## src/rtl/uart_tx.sv

```systemverilog
// uart_tx: 8N1 serial transmitter with a one-entry holding register
// and a running byte sum in the same form the receiver reports.
module uart_tx #(
    parameter int cycles_per_bit  = 4,
    parameter int extra_stop_bits = 0
) (
    input  logic        clk,
    input  logic        rst,
    input  logic [7:0]  i_data,
    input  logic        i_req,
    output logic        o_serial,
    output logic        o_cts,
    output logic        o_idle,
    output logic [31:0] o_sum
);

    localparam int CW = (cycles_per_bit > 1) ? $clog2(cycles_per_bit) : 1;
    localparam logic [CW-1:0] CYC_LAST  = CW'(cycles_per_bit - 1);
    localparam logic [CW-1:0] CYC_ONE   = CW'(1);
    localparam logic [3:0]    STOP_LAST = 4'(extra_stop_bits);

    typedef enum logic [1:0] {
        IDLE,
        START,
        DATA,
        STOP
    } state_t;

    state_t        state, state_n;
    logic [CW-1:0] cyc, cyc_n;
    logic [3:0]    bit_cnt, bit_cnt_n;
    logic [7:0]    shift, shift_n;
    logic [7:0]    hold;
    logic          hold_valid, hold_valid_n;
    logic [31:0]   sum, sum_n;
    logic          serial, line;
    logic          accept, direct, hold_wr, hold_mv, tick;

    always_comb begin
        tick      = (cyc == '0);
        accept    = i_req && !hold_valid;
        direct    = accept && (state == IDLE);
        hold_wr   = accept && !direct;
        hold_mv   = 1'b0;
        state_n   = state;
        cyc_n     = cyc;
        bit_cnt_n = bit_cnt;
        shift_n   = shift;
        sum_n     = sum;
        line      = 1'b1;
        unique case (state)
            IDLE: begin
                if (direct) begin
                    shift_n = i_data;
                    sum_n   = sum + 32'(i_data);
                    cyc_n   = CYC_LAST;
                    state_n = START;
                end
            end
            START: begin
                line = 1'b0;
                if (tick) begin
                    cyc_n     = CYC_LAST;
                    bit_cnt_n = '0;
                    state_n   = DATA;
                end else begin
                    cyc_n = cyc - CYC_ONE;
                end
            end
            DATA: begin
                line = shift[0];
                if (tick) begin
                    cyc_n   = CYC_LAST;
                    shift_n = {1'b0, shift[7:1]};
                    if (bit_cnt == 4'd7) begin
                        bit_cnt_n = '0;
                        state_n   = STOP;
                    end else begin
                        bit_cnt_n = bit_cnt + 4'd1;
                    end
                end else begin
                    cyc_n = cyc - CYC_ONE;
                end
            end
            STOP: begin
                line = 1'b1;
                if (tick) begin
                    cyc_n = CYC_LAST;
                    if (bit_cnt == STOP_LAST) begin
                        bit_cnt_n = '0;
                        // Held byte chains straight into the next start bit.
                        if (hold_valid) begin
                            hold_mv = 1'b1;
                            shift_n = hold;
                            sum_n   = sum + 32'(hold);
                            state_n = START;
                        end else begin
                            state_n = IDLE;
                        end
                    end else begin
                        bit_cnt_n = bit_cnt + 4'd1;
                    end
                end else begin
                    cyc_n = cyc - CYC_ONE;
                end
            end
            default: state_n = IDLE;
        endcase
        hold_valid_n = hold_wr || (hold_valid && !hold_mv);
    end

    always_ff @(posedge clk or posedge rst) begin
        if (rst) begin
            state      <= IDLE;
            cyc        <= '0;
            bit_cnt    <= '0;
            shift      <= '0;
            hold       <= '0;
            hold_valid <= 1'b0;
            sum        <= '0;
            serial     <= 1'b1;
        end else begin
            state      <= state_n;
            cyc        <= cyc_n;
            bit_cnt    <= bit_cnt_n;
            shift      <= shift_n;
            hold_valid <= hold_valid_n;
            sum        <= sum_n;
            serial     <= line;
            if (hold_wr) begin
                hold <= i_data;
            end
        end
    end

    assign o_serial = serial;
    assign o_cts    = !hold_valid;
    assign o_idle   = (state == IDLE) && !hold_valid;
    assign o_sum    = sum;

endmodule

```

## config.mk

```make
export PLATFORM = sky130hd
export DESIGN_NAME = uart_tx
export DESIGN_NICKNAME = d
export VERILOG_FILES = /design/src/rtl/uart_tx.sv
export SDC_FILE = /design/constraint.sdc
export NUM_CORES = 1
export LEC_CHECK = 0
export BUFFER_PORTS_ARGS = -buffer_cell sky130_fd_sc_hd__buf_2
export CAP_MARGIN = 15
export CORE_AREA = 2 2 80 82
export CTS_BUF_LIST = sky130_fd_sc_hd__clkbuf_8
export DETAILED_ROUTE_END_ITERATION = 16
export DIE_AREA = 0 0 82 84
export MAX_ROUTING_LAYER = met4
export PLACE_DENSITY = 0.76
export SYNTH_ARGS = -nofsm -noshare
export SYNTH_HDL_FRONTEND = slang
export SYNTH_SLANG_ARGS = --single-unit
```

## constraint.sdc

```tcl
create_clock -name clk -period 9.93 [get_ports clk]
set_clock_uncertainty 0.05 [all_clocks]
set_input_delay 0.993 -clock clk [delete_from_list [all_inputs] [get_ports clk]]
set_output_delay 0.993 -clock clk [all_outputs]
set_load 0.01 [all_outputs]
```

==> key figures, run 1 <==
Run status
  • Status: finished, final reports clean

Logic synthesis
  • Mapped cell area: 3240 sq um
  • Simple-gate share of the synthesized area: 0.166
  • #FFs+latches synth: 58
  • Syn_area_per_cell: 10.3 sq um
  • Mux cell area share after synthesis: 0.0653
  • Synth Area in Compound Gates: 0.132
  • Main synth FF type: dfrtp_1
  • Post-synthesis net count: 343
  • Largest family of logic cells by synthesized area: simple AND/OR/NAND/NOR gates
  • YS warnings: 0
  • Netlist cell types: 51
  • Sequential cell area fraction in the yosys report: 0.449
  • Number of synthesized flops with an enable pin: 0
  • Post-synth ARST share: 1.00
  • Synth Area in XOR/XNOR: 0.0812
  • Syn Inst Count: 314
  • Post-Synth Adder-Cell Area: 0.0719

Worst setup path
  • Setup CP Type: flip-flop to flip-flop
  • Crit. End Element: flip-flop
  • RR Startpoint: state[0]
  • Critical-path top delay cell: a221oi_2
  • Critical path's most frequent cell: ha_1
  • Startpoint types: flip-flop
  • Crit-path max FO: 21
  • R2R depth: 8
  • Reg2Reg Setup Slack: 6.10 ns
  • CP required: 10.08 ns
  • Crit path from: state[0]
  • Reg2reg end: o_sum[29]
  • Cells along the critical path: ha_1 > mux2_2 > ha_1 > a211oi_1 > o21ai_0 > a221oi_2 > nor4_1 > xor2_1
  • Top delay family on crit path: compound AO/OA/AOI/OAI gates
  • Buf/Inv on CP: 0
  • CP max stage delay: 1.01 ns
  • CP arrival: 3.98 ns

Power
  • Power per Cell Area: 156 nW/um^2
  • Leak pwr: 1.88 nW
  • Total power draw: 0.000582 W
  • Maximum vdd drop: 0.0000772 V

Global route
  • Largest net degree at the start of global routing: 59
  • Grt ovf: 0
  • Initial antenna violation count: 0
  • Vias in the first global route: 2431
  • First-pass GRT wire length: 11600 um
  • Total track usage: 0.224

Clocking
  • Post-CTS Setup Bufs: 0
  • Cts hold-fix bufs: 0
  • Post-cts resize count: 0
  • Clock transition at path regs: 0.07 ns
  • Clk Tree Root Cell: clkbuf_8
  • H-tree levels: 3
  • Bufs on Longest Clock Path: 2
  • TritonCTS clock tree: built
  • Cts bufs inserted: 9
  • Skew-Pair Late Insertion Delay: 0.34 ns
  • TritonCTS Sinks: 58

Cells and area
  • Final Cell Area: 3720 sq um
  • Area Growth Syn to Fin: 15.0%
  • Finished Core Util: 0.610
  • FF+latch area: 1450 sq um
  • Fillcell total: 551
  • Share of cells above drive strength 1: 0.258
  • # diodes: 0
  • Fin nets: 388
  • Fin cells: 441
  • Multi-input combinational cell area: 1680 sq um

Timing
  • Final min period: 3.83 ns
  • Maximum clock rate: 0.261 GHz
  • Final Hold Viols: 0
  • Final setup TNS: 0 ns
  • Pins over their slew limit: 0
  • Worst slew pin tran: 1.23 ns
  • Finish-stage setup viols: 0
  • RSZ-0062 raised after global routing: no
  • Rel. slew slack: 0.182
  • Final worst-path cycle share: 0.385

Place
  • Area post-placement: 3520 sq um
  • Final Wtd Congestion: 0.812
  • Placed instance count: 425
  • HPWL after DPL: 4550 um
  • I/O Buffers: 45

Floorplanning
  • Die Y: 84 um
  • Die area: 6890 sq um
  • Initial Util: 0.531
  • Io pins: 46
  • Chip width: 82 um
  • Core area: 6100 sq um
  • # rows: 29

Route
  • Remaining DRCs: 0
  • Routed Antenna Nets: 0
  • Wire per inst: 15.3 um
  • Vias: 2505
  • Post-Route WL: 6750 um
  • Drt first pass iters: 4
  • Via-to-Cell Ratio: 5.68
  • Iter 0 DRT Violations: 93

Hold path
  • Worst hold endpoint: o_sum[31]
  • Hold Path Class: flip-flop to flip-flop
  • Hold path startpoint: o_sum[31]
  • WHS Path Cells: 1

Run
  • Max Cap Viol: 0
## kinds of logic (layout without fill, tap and decap cells)
family | after synthesis | after routing
AND/OR/NAND/NOR | 94 | 94
AO/OA/AOI/OAI | 68 | 68
flip-flops | 58 | 58
XOR/XNOR | 30 | 30
buffers and inverters | 27 | 77
multiplexers | 19 | 19
adder cells (fa/ha/maj) | 18 | 18
## sequential cells by signal, summed over array words and instances, names as in the netlist
name,cells
o_serial,1
cyc,2
state,2
hold,8
o_sum,32
bit_cnt,4
hold_valid,1
shift,8
## worst max path at each step
stage | to | slack [ns] | depth (start not counted)
after floorplan | o_sum[22] | 6.64 | 13
after global placement | o_sum[29] | 6.21 | 8
after detailed placement | o_sum[19] | 6.13 | 8
after CTS | o_sum[29] | 6.12 | 8
after global routing | o_sum[17] | 5.74 | 8
final | o_sum[29] | 6.10 | 8
## final cells by class
| cell class | count | area share |
|---|---|---|
| inverters | 15 | 0.0151 |
| flip-flops and latches | 58 | 0.390 |
| clock inverters | 5 | 0.0141 |
| multi-input cells | 229 | 0.451 |
| repair buffers | 46 | 0.0625 |
| clock buffers | 11 | 0.0407 |
| well taps | 77 | 0.0259 |
## synthesized netlist by cell type, types with 2 or more instances
cell type / count / area [sq um]
nor3_1: 9 / 45.0
ha_1: 17 / 213
mux2i_1: 2 / 20.0
a21o_1: 6 / 45.0
xor2_1: 27 / 236
buf_2: 2 / 10.0
a211oi_1: 2 / 15.0
nor2_1: 9 / 33.8
mux2_2: 17 / 191
a221oi_1: 2 / 17.5
clkbuf_1: 7 / 26.3
nor4b_1: 2 / 17.5
and3_1: 3 / 18.8
nor4_2: 4 / 50.1
o21ai_0: 23 / 115
nand2_1: 32 / 120
inv_1: 15 / 56.3
a31oi_1: 2 / 12.5
buf_1: 2 / 7.51
a22o_1: 7 / 61.3
nand4_1: 6 / 37.5
nand2b_1: 3 / 18.8
o21a_1: 2 / 15.0
nor2b_1: 2 / 12.5
nor4_1: 5 / 31.3
a21oi_1: 16 / 80.1
xnor2_1: 3 / 26.3
dfrtp_1: 57 / 1430
nand3_1: 8 / 40.0
## per-layer routing
layer / part of all wire / wire length [um] / global-route usage / vias up
met1: 0.47 / 3190 / 0.307 / 1226
li1: - / - / - / 1215
met3: 0.045 / 303 / 0.0487 / 12
met5: 0 / 0 / - / -
met4: 0.020 / 133 / 0.0970 / 0
met2: 0.46 / 3110 / 0.319 / 52
## stage by stage
step / hold WS, ns / worst slack, ns
floorplan: 0.400 / 6.64
global placement: 0.412 / 6.21
detailed placement: 0.420 / 6.13
CTS: 0.428 / 6.12
global route: 0.454 / 5.74
finish: 0.422 / 6.10
## report_power, final
group          internal (W)  total (W)  switching (W)
Combinational     0.0000399  0.0000909      0.0000509
Sequential         0.000252   0.000266      0.0000138
Clock              0.000128   0.000225      0.0000973
## placed cells by master, fill, tap and decap left out, types with 2 or more instances in the layout
| cell type | instances |
|---|---|
| nand3_1 | 8 |
| nor2b_1 | 2 |
| nor4_1 | 5 |
| nand2_1 | 32 |
| mux2i_1 | 2 |
| clkinv_2 | 3 |
| xor2_1 | 27 |
| a31oi_1 | 2 |
| a22o_1 | 7 |
| a21oi_1 | 16 |
| inv_1 | 14 |
| dfrtp_1 | 57 |
| o21a_1 | 2 |
| ha_1 | 17 |
| a211oi_1 | 2 |
| xnor2_1 | 3 |
| nor3_1 | 9 |
| mux2_2 | 17 |
| nand2b_1 | 3 |
| nand4_1 | 6 |
| and3_1 | 3 |
| buf_2 | 45 |
| nor4b_1 | 2 |
| nor2_1 | 9 |
| o21ai_0 | 23 |
| clkbuf_8 | 11 |
| nor4_2 | 4 |
| a21o_1 | 6 |
(Power assumes the default switching activity.)
==> run 2, diff against run 1 <==
- ABC_AREA: default -> 1
- CORE_AREA: 2 2 80 82 -> 2 2 86 88
- DIE_AREA: 0 0 82 84 -> 0 0 88 90
- PLACE_DENSITY: 0.76 -> 0.74
- clock period: 9.93 -> 3.6 ns (I/O delays scaled with it)
==> run 2 against run 1 <==
Against the previous run: synthesized cell count increased by 62%; die area rose by 15%; via count is 37% higher; sequential share of layout area is 4.4 points lower; clock power increased by 130%; critical path type unchanged; clock-buffer cell count is 1 lower.
==> key figures, run 2 <==
Run status
  • Status: finished, final reports clean

Logic synthesis
  • Syn Inst Count: 508
  • YS warnings: 0
  • #FFs+latches synth: 58
  • Commonest cells in the netlist: nand2_1, inv_1, dfrtp_1, o21ai_0, nand3_1
  • Post-synth ARST share: 1.00
  • Count leader, synth: nand2_1
  • Leading area contributor after synthesis: dfrtp_1
  • Number of synthesized flops with an enable pin: 0
  • Netlist cell types: 38
  • Post-synthesis net count: 537
  • Area contributors post-synth: dfrtp_1, nand2_1, inv_1
  • Mapped cell area: 3710 sq um
  • Syn_area_per_cell: 7.30 sq um
  • Post-synth top area share: 0.384
  • Main synth FF type: dfrtp_1
  • Sequential cell area fraction in the yosys report: 0.392

Clocking
  • Clk Tree Root Cell: clkbuf_8
  • Skew-Pair Late Insertion Delay: 0.34 ns
  • TritonCTS clock tree: built
  • H-tree levels: 3
  • Cts bufs inserted: 9
  • Clock transition at path regs: 0.07 ns
  • Post-cts resize count: 0
  • TritonCTS Sinks: 58
  • Post-CTS Setup Bufs: 0
  • Cts hold-fix bufs: 0
  • Bufs on Longest Clock Path: 2

Cells and area
  • Fin nets: 590
  • Area Growth Syn to Fin: 13.2%
  • Max reg flops: 32
  • Most frequent cells in the layout: nand2_1, inv_1, dfrtp_1
  • Commonest non-fill, non-tap cell in the layout: nand2_1
  • FF+latch area: 1450 sq um
  • Multi-input combinational cell area: 1870 sq um
  • Final Cell Area: 4200 sq um
  • # diodes: 0
  • Fillcell total: 669
  • Share of cells above drive strength 1: 0.140

Worst setup path
  • RR Startpoint: state[0]
  • Buf/Inv on CP: 2
  • Startpoint types: flip-flop
  • Top delay family on crit path: adder cells
  • Crit-path max FO: 7
  • CP required: 3.78 ns
  • Critical-path top delay cell: dfrtp_1
  • Cells along the critical path: ha_1 > o21ai_0 > ha_1 > inv_1 > fa_1 > inv_1 > nand3_1 > nand3_1 > nand2_1 > a21oi_2 > nand3_1 > nand2_1 > nand2_1
  • CP arrival: 3.08 ns
  • Crit. End Element: flip-flop
  • CP max stage delay: 0.42 ns
  • Setup CP Type: flip-flop to flip-flop
  • Crit path from: state[0]

Global route
  • Total track usage: 0.249
  • First-pass GRT wire length: 15300 um
  • Grt ovf: 0
  • Initial antenna violation count: 0
  • Vias in the first global route: 3336
  • Largest net degree at the start of global routing: 38

Route
  • Remaining DRCs: 0
  • Drt first pass iters: 5
  • Vias: 3434
  • Via-to-Cell Ratio: 5.16
  • Wire per inst: 13.0 um
  • Post-Route WL: 8650 um
  • Routed Antenna Nets: 0
  • Iter 0 DRT Violations: 160

Timing
  • Final worst-path cycle share: 0.804
  • Maximum clock rate: 0.345 GHz
  • Worst hold margin: 0.109 ns
  • Pins over their slew limit: 0
  • RSZ-0062 raised after global routing: no
  • Final setup TNS: 0 ns
  • Final Hold Viols: 0
  • Rel. slew slack: 0.483
  • Final min period: 2.90 ns
  • Worst slew pin tran: 0.774 ns
  • Finish-stage setup viols: 0

Floorplanning
  • Die area: 7920 sq um
  • Die Y: 90 um
  • Core area: 7020 sq um
  • Io pins: 46
  • # rows: 31
  • Chip width: 88 um
  • Initial Util: 0.528

Place
  • Final Wtd Congestion: 0.900
  • HPWL after DPL: 6590 um
  • I/O Buffers: 45
  • Area post-placement: 4040 sq um

Power
  • Leak pwr: 2.20 nW
  • Maximum vdd drop: 0.000300 V
  • Power per Cell Area: 759 nW/um^2

Hold path
  • Hold Path Class: input port to async pin

Run
  • Max Cap Viol: 0
run 2: cell types whose count changed in the layout (fill, tap and decap cells not counted), sizes merged, moves of 19 or more:
cell   change
nand3     +27
xor2      -19
o21ai     +19
inv       +79
nor2      +22
nand2    +125
run 2: cell families after synthesis:
family	count (synthesis)	synth area share
simple gates	250	0.296
buf+inv	98	0.106
compound gates	66	0.102
flops	58	0.392
fa+ha+maj	18	0.0627
xor+xnor	17	0.0401
mux	1	0.00270
run 2: worst register-to-register path, stage by stage, from the launching register on:
cell     delay [ns]
dfrtp_1        0.42
ha_1           0.29
o21ai_0        0.30
ha_1           0.29
inv_1          0.09
fa_1           0.40
inv_1          0.11
nand3_1        0.07
nand3_1        0.11
nand2_1        0.09
a21oi_2        0.31
nand3_1        0.14
nand2_1        0.08
nand2_1        0.05
run 2: worst paths after layout:
kind | slack, ns | to | depth (start not counted)
max | 0.70 | o_sum[20] | 13
min | 0.11 | o_sum[31] | 2
max reg2reg | 0.70 | o_sum[20] | 13
min reg2reg | 0.44 | hold[1] | 2
max in group asynchronous | 2.60 | o_sum[18] | 3
min in group clk | 0.27 | hold[4] | 3
run 2: power by group:
| group | internal (W) | switching (W) | leakage (nW) | total (W) |
|---|---|---|---|---|
| Combinational | 0.000596 | 0.00109 | 1.40 | 0.00169 |
| Sequential | 0.000849 | 0.000130 | 0.698 | 0.000979 |
| Clock | 0.000257 | 0.000265 | 0.0996 | 0.000522 |
run 2: through the flow:
stage	setup WS (ns)	utilization	cells	power, W
after floorplan	0.948	-	508	0.00230
after detailed placement	0.785	0.575	649	0.00267
after global placement	0.958	0.575	649	0.00262
final	0.704	0.598	665	0.00319
after CTS	0.752	0.598	665	0.00319
after global routing	0.386	0.598	665	0.00350
run 2: layout make-up:
class	instances	area share
clock buffers	10	0.0328
multi-input cells	352	0.444
repair buffers	48	0.0590
flip-flops and latches	58	0.346
well taps	99	0.0295
clock inverters	6	0.00626
inverters	92	0.0822
run 2: routing by layer:
layer,GRT usage,part of all wire,up-vias
met5,-,0,-
met1,0.336,0.46,1595
met4,0.0756,0.015,0
met3,0.0450,0.048,16
li1,-,-,1725
met2,0.381,0.47,98
==> run 3, diff against run 2 <==
- PLACE_DENSITY: 0.74 -> 0.77
- clock period: 3.6 -> 2.55 ns (I/O delays scaled with it)
==> run 3 against run 2 <==
Against the previous run: final area up 9.0%; via count up 4.0%; final cell count up 3.3%; non-clock buffer count up 22; core utilization up 5.4 points; global-route usage down 0.20 points; sequential share of layout area down 2.8 points; largest cell class unchanged; highest routed layer unchanged.
==> key figures, run 3 (synthesis gave the netlist of run 2 again) <==
Run status
  • Status: finished, final reports clean

Clocking
  • TritonCTS clock tree: built
  • Clk Tree Root Cell: clkbuf_8
  • Skew-Pair Late Insertion Delay: 0.35 ns
  • Clock transition at path regs: 0.07 ns
  • TritonCTS Sinks: 58
  • Cts bufs inserted: 9
  • Bufs on Longest Clock Path: 2
  • H-tree levels: 3

Cells and area
  • Max reg flops: 32
  • Most frequent cells in the layout: nand2_1, inv_1, dfrtp_1
  • Finished Core Util: 0.652
  • FF+latch area: 1450 sq um
  • Share of cells above drive strength 1: 0.236
  • Commonest non-fill, non-tap cell in the layout: nand2_1
  • Fillcell total: 588
  • Area Growth Syn to Fin: 23.3%
  • Multi-input combinational cell area: 2020 sq um
  • # diodes: 0
  • Fin cells: 687
  • Fin nets: 612

Floorplanning
  • Die Y: 90 um
  • Io pins: 46
  • Die area: 7920 sq um
  • Initial Util: 0.528
  • # rows: 31
  • Core area: 7020 sq um
  • Chip width: 88 um

Global route
  • Initial antenna violation count: 0
  • Total track usage: 0.247
  • Largest net degree at the start of global routing: 27
  • Grt ovf: 0
  • Vias in the first global route: 3389
  • First-pass GRT wire length: 15200 um

Worst setup path
  • Cells along the critical path: ha_4 > buf_6 > o21ai_4 > ha_2 > inv_2 > fa_2 > inv_2 > nand3_2 > nand3_2 > nand2_2 > a21oi_4 > nand3_1 > nand2_1 > nand2_1
  • Crit-path max FO: 7
  • Reg2Reg Setup Slack: 0.11 ns
  • Crit. End Element: flip-flop
  • R2R depth: 14
  • RR Startpoint: state[1]
  • Startpoint types: flip-flop
  • Reg2reg end: o_sum[20]
  • Critical-path top delay cell: dfrtp_1
  • CP arrival: 2.63 ns
  • Setup CP Type: flip-flop to flip-flop
  • CP max stage delay: 0.42 ns
  • CP required: 2.74 ns

Run
  • Max Cap Viol: 0

Route
  • Iter 0 DRT Violations: 96
  • Routed Antenna Nets: 0
  • Via-to-Cell Ratio: 5.20
  • Remaining DRCs: 0
  • Wire per inst: 13.4 um
  • Vias: 3571
  • Post-Route WL: 9170 um
  • Drt first pass iters: 5

Timing
  • Final setup TNS: 0 ns
  • Final min period: 2.44 ns
  • Worst slew pin tran: 0.550 ns
  • Pins over their slew limit: 0
  • Finish-stage setup viols: 0
  • Final Hold Viols: 0
  • Rel. slew slack: 0.632
  • Maximum clock rate: 0.410 GHz
  • Worst setup slack after layout: 0.112 ns
  • Final worst-path cycle share: 0.956

Power
  • Maximum vdd drop: 0.000486 V
  • Power per Cell Area: 1150 nW/um^2
  • Leak pwr: 2.36 nW

Place
  • Place WS: -0.0576 ns
  • HPWL after DPL: 6800 um
  • Final Wtd Congestion: 0.943
  • Placed instance count: 661
  • I/O Buffers: 45

Hold path
  • WHS Path Cells: 3
  • Worst hold endpoint: hold[1]
  • Hold path startpoint: i_data[1]
  • Hold Path Class: input port to flip-flop
## run 3: cell types whose count changed in the layout (fill, tap and decap cells not counted), sizes merged
cell         delta
buf            +21
inv             -3
bufinv          +2
clkinv          +1
dlygate4sd3     +1
## run 3: routing by layer
metal / up-vias / part of all wire / global-route usage
met4: 0 / 0.025 / 0.103
li1: 1772 / - / -
met1: 1671 / 0.45 / 0.327
met3: 20 / 0.050 / 0.0459
met2: 108 / 0.47 / 0.371
met5: - / 0 / -
## run 3: worst max-delay path, delay by kind of cell, from the launching register on
| kind | cells | cell delay [ns] |
|---|---|---|
| flip-flops | 1 | 0.42 |
| AND/OR/NAND/NOR | 6 | 0.45 |
| buffers and inverters | 3 | 0.26 |
| AO/OA/AOI/OAI | 2 | 0.38 |
| adder cells (fa/ha/maj) | 3 | 0.78 |
## run 3: area by class of cell
class                      instances  area share
clock buffer                      10      0.0301
inverter                          92      0.0755
tap                               99      0.0271
clock inverter                     6      0.0175
sequential                        58       0.317
timing repair buffer              70      0.0916
multi-input combinational        352       0.441
## run 3: how the worst max path moves through the flow
stage             start        end  slack, ns  cells past startpoint
6_report       state[1]  o_sum[20]       0.11                     14
5_1_grt        state[1]  o_sum[12]      -0.02                     14
4_1_cts        state[0]  o_sum[28]       0.02                     14
3_5_place_dp   state[0]  o_sum[28]      -0.06                     14
3_3_place_gp   state[0]  o_sum[28]       0.07                     12
2_1_floorplan  state[0]  o_sum[16]       0.01                     15
## run 3: report_power, final
part           switching [W]  total (W)  leakage [nW]  internal [W]
clock               0.000390   0.000959         0.116      0.000569
sequential          0.000188    0.00139         0.698       0.00120
combinational        0.00177    0.00293          1.54       0.00116
## run 3: stage by stage
step / power, W / instance area [sq um] / hold WS [ns]
after floorplan: 0.00327 / 3730 / 0.381
after global placement: 0.00384 / 4140 / 0.281
after detailed placement: 0.00393 / 4140 / 0.289
after CTS: 0.00490 / 4370 / 0.143
after global routing: 0.00570 / 4580 / 0.181
final: 0.00527 / 4580 / 0.158
## run 3: repair_timing
item                                    in CTS  in global routing
resized for setup                            1                 48
pin swaps                                    0                 12
endpoints found under the setup margin       4                 25
endpoints found under the hold margin       23                  0
buffers inserted                             0                  9
hold buffers                                 1                  0
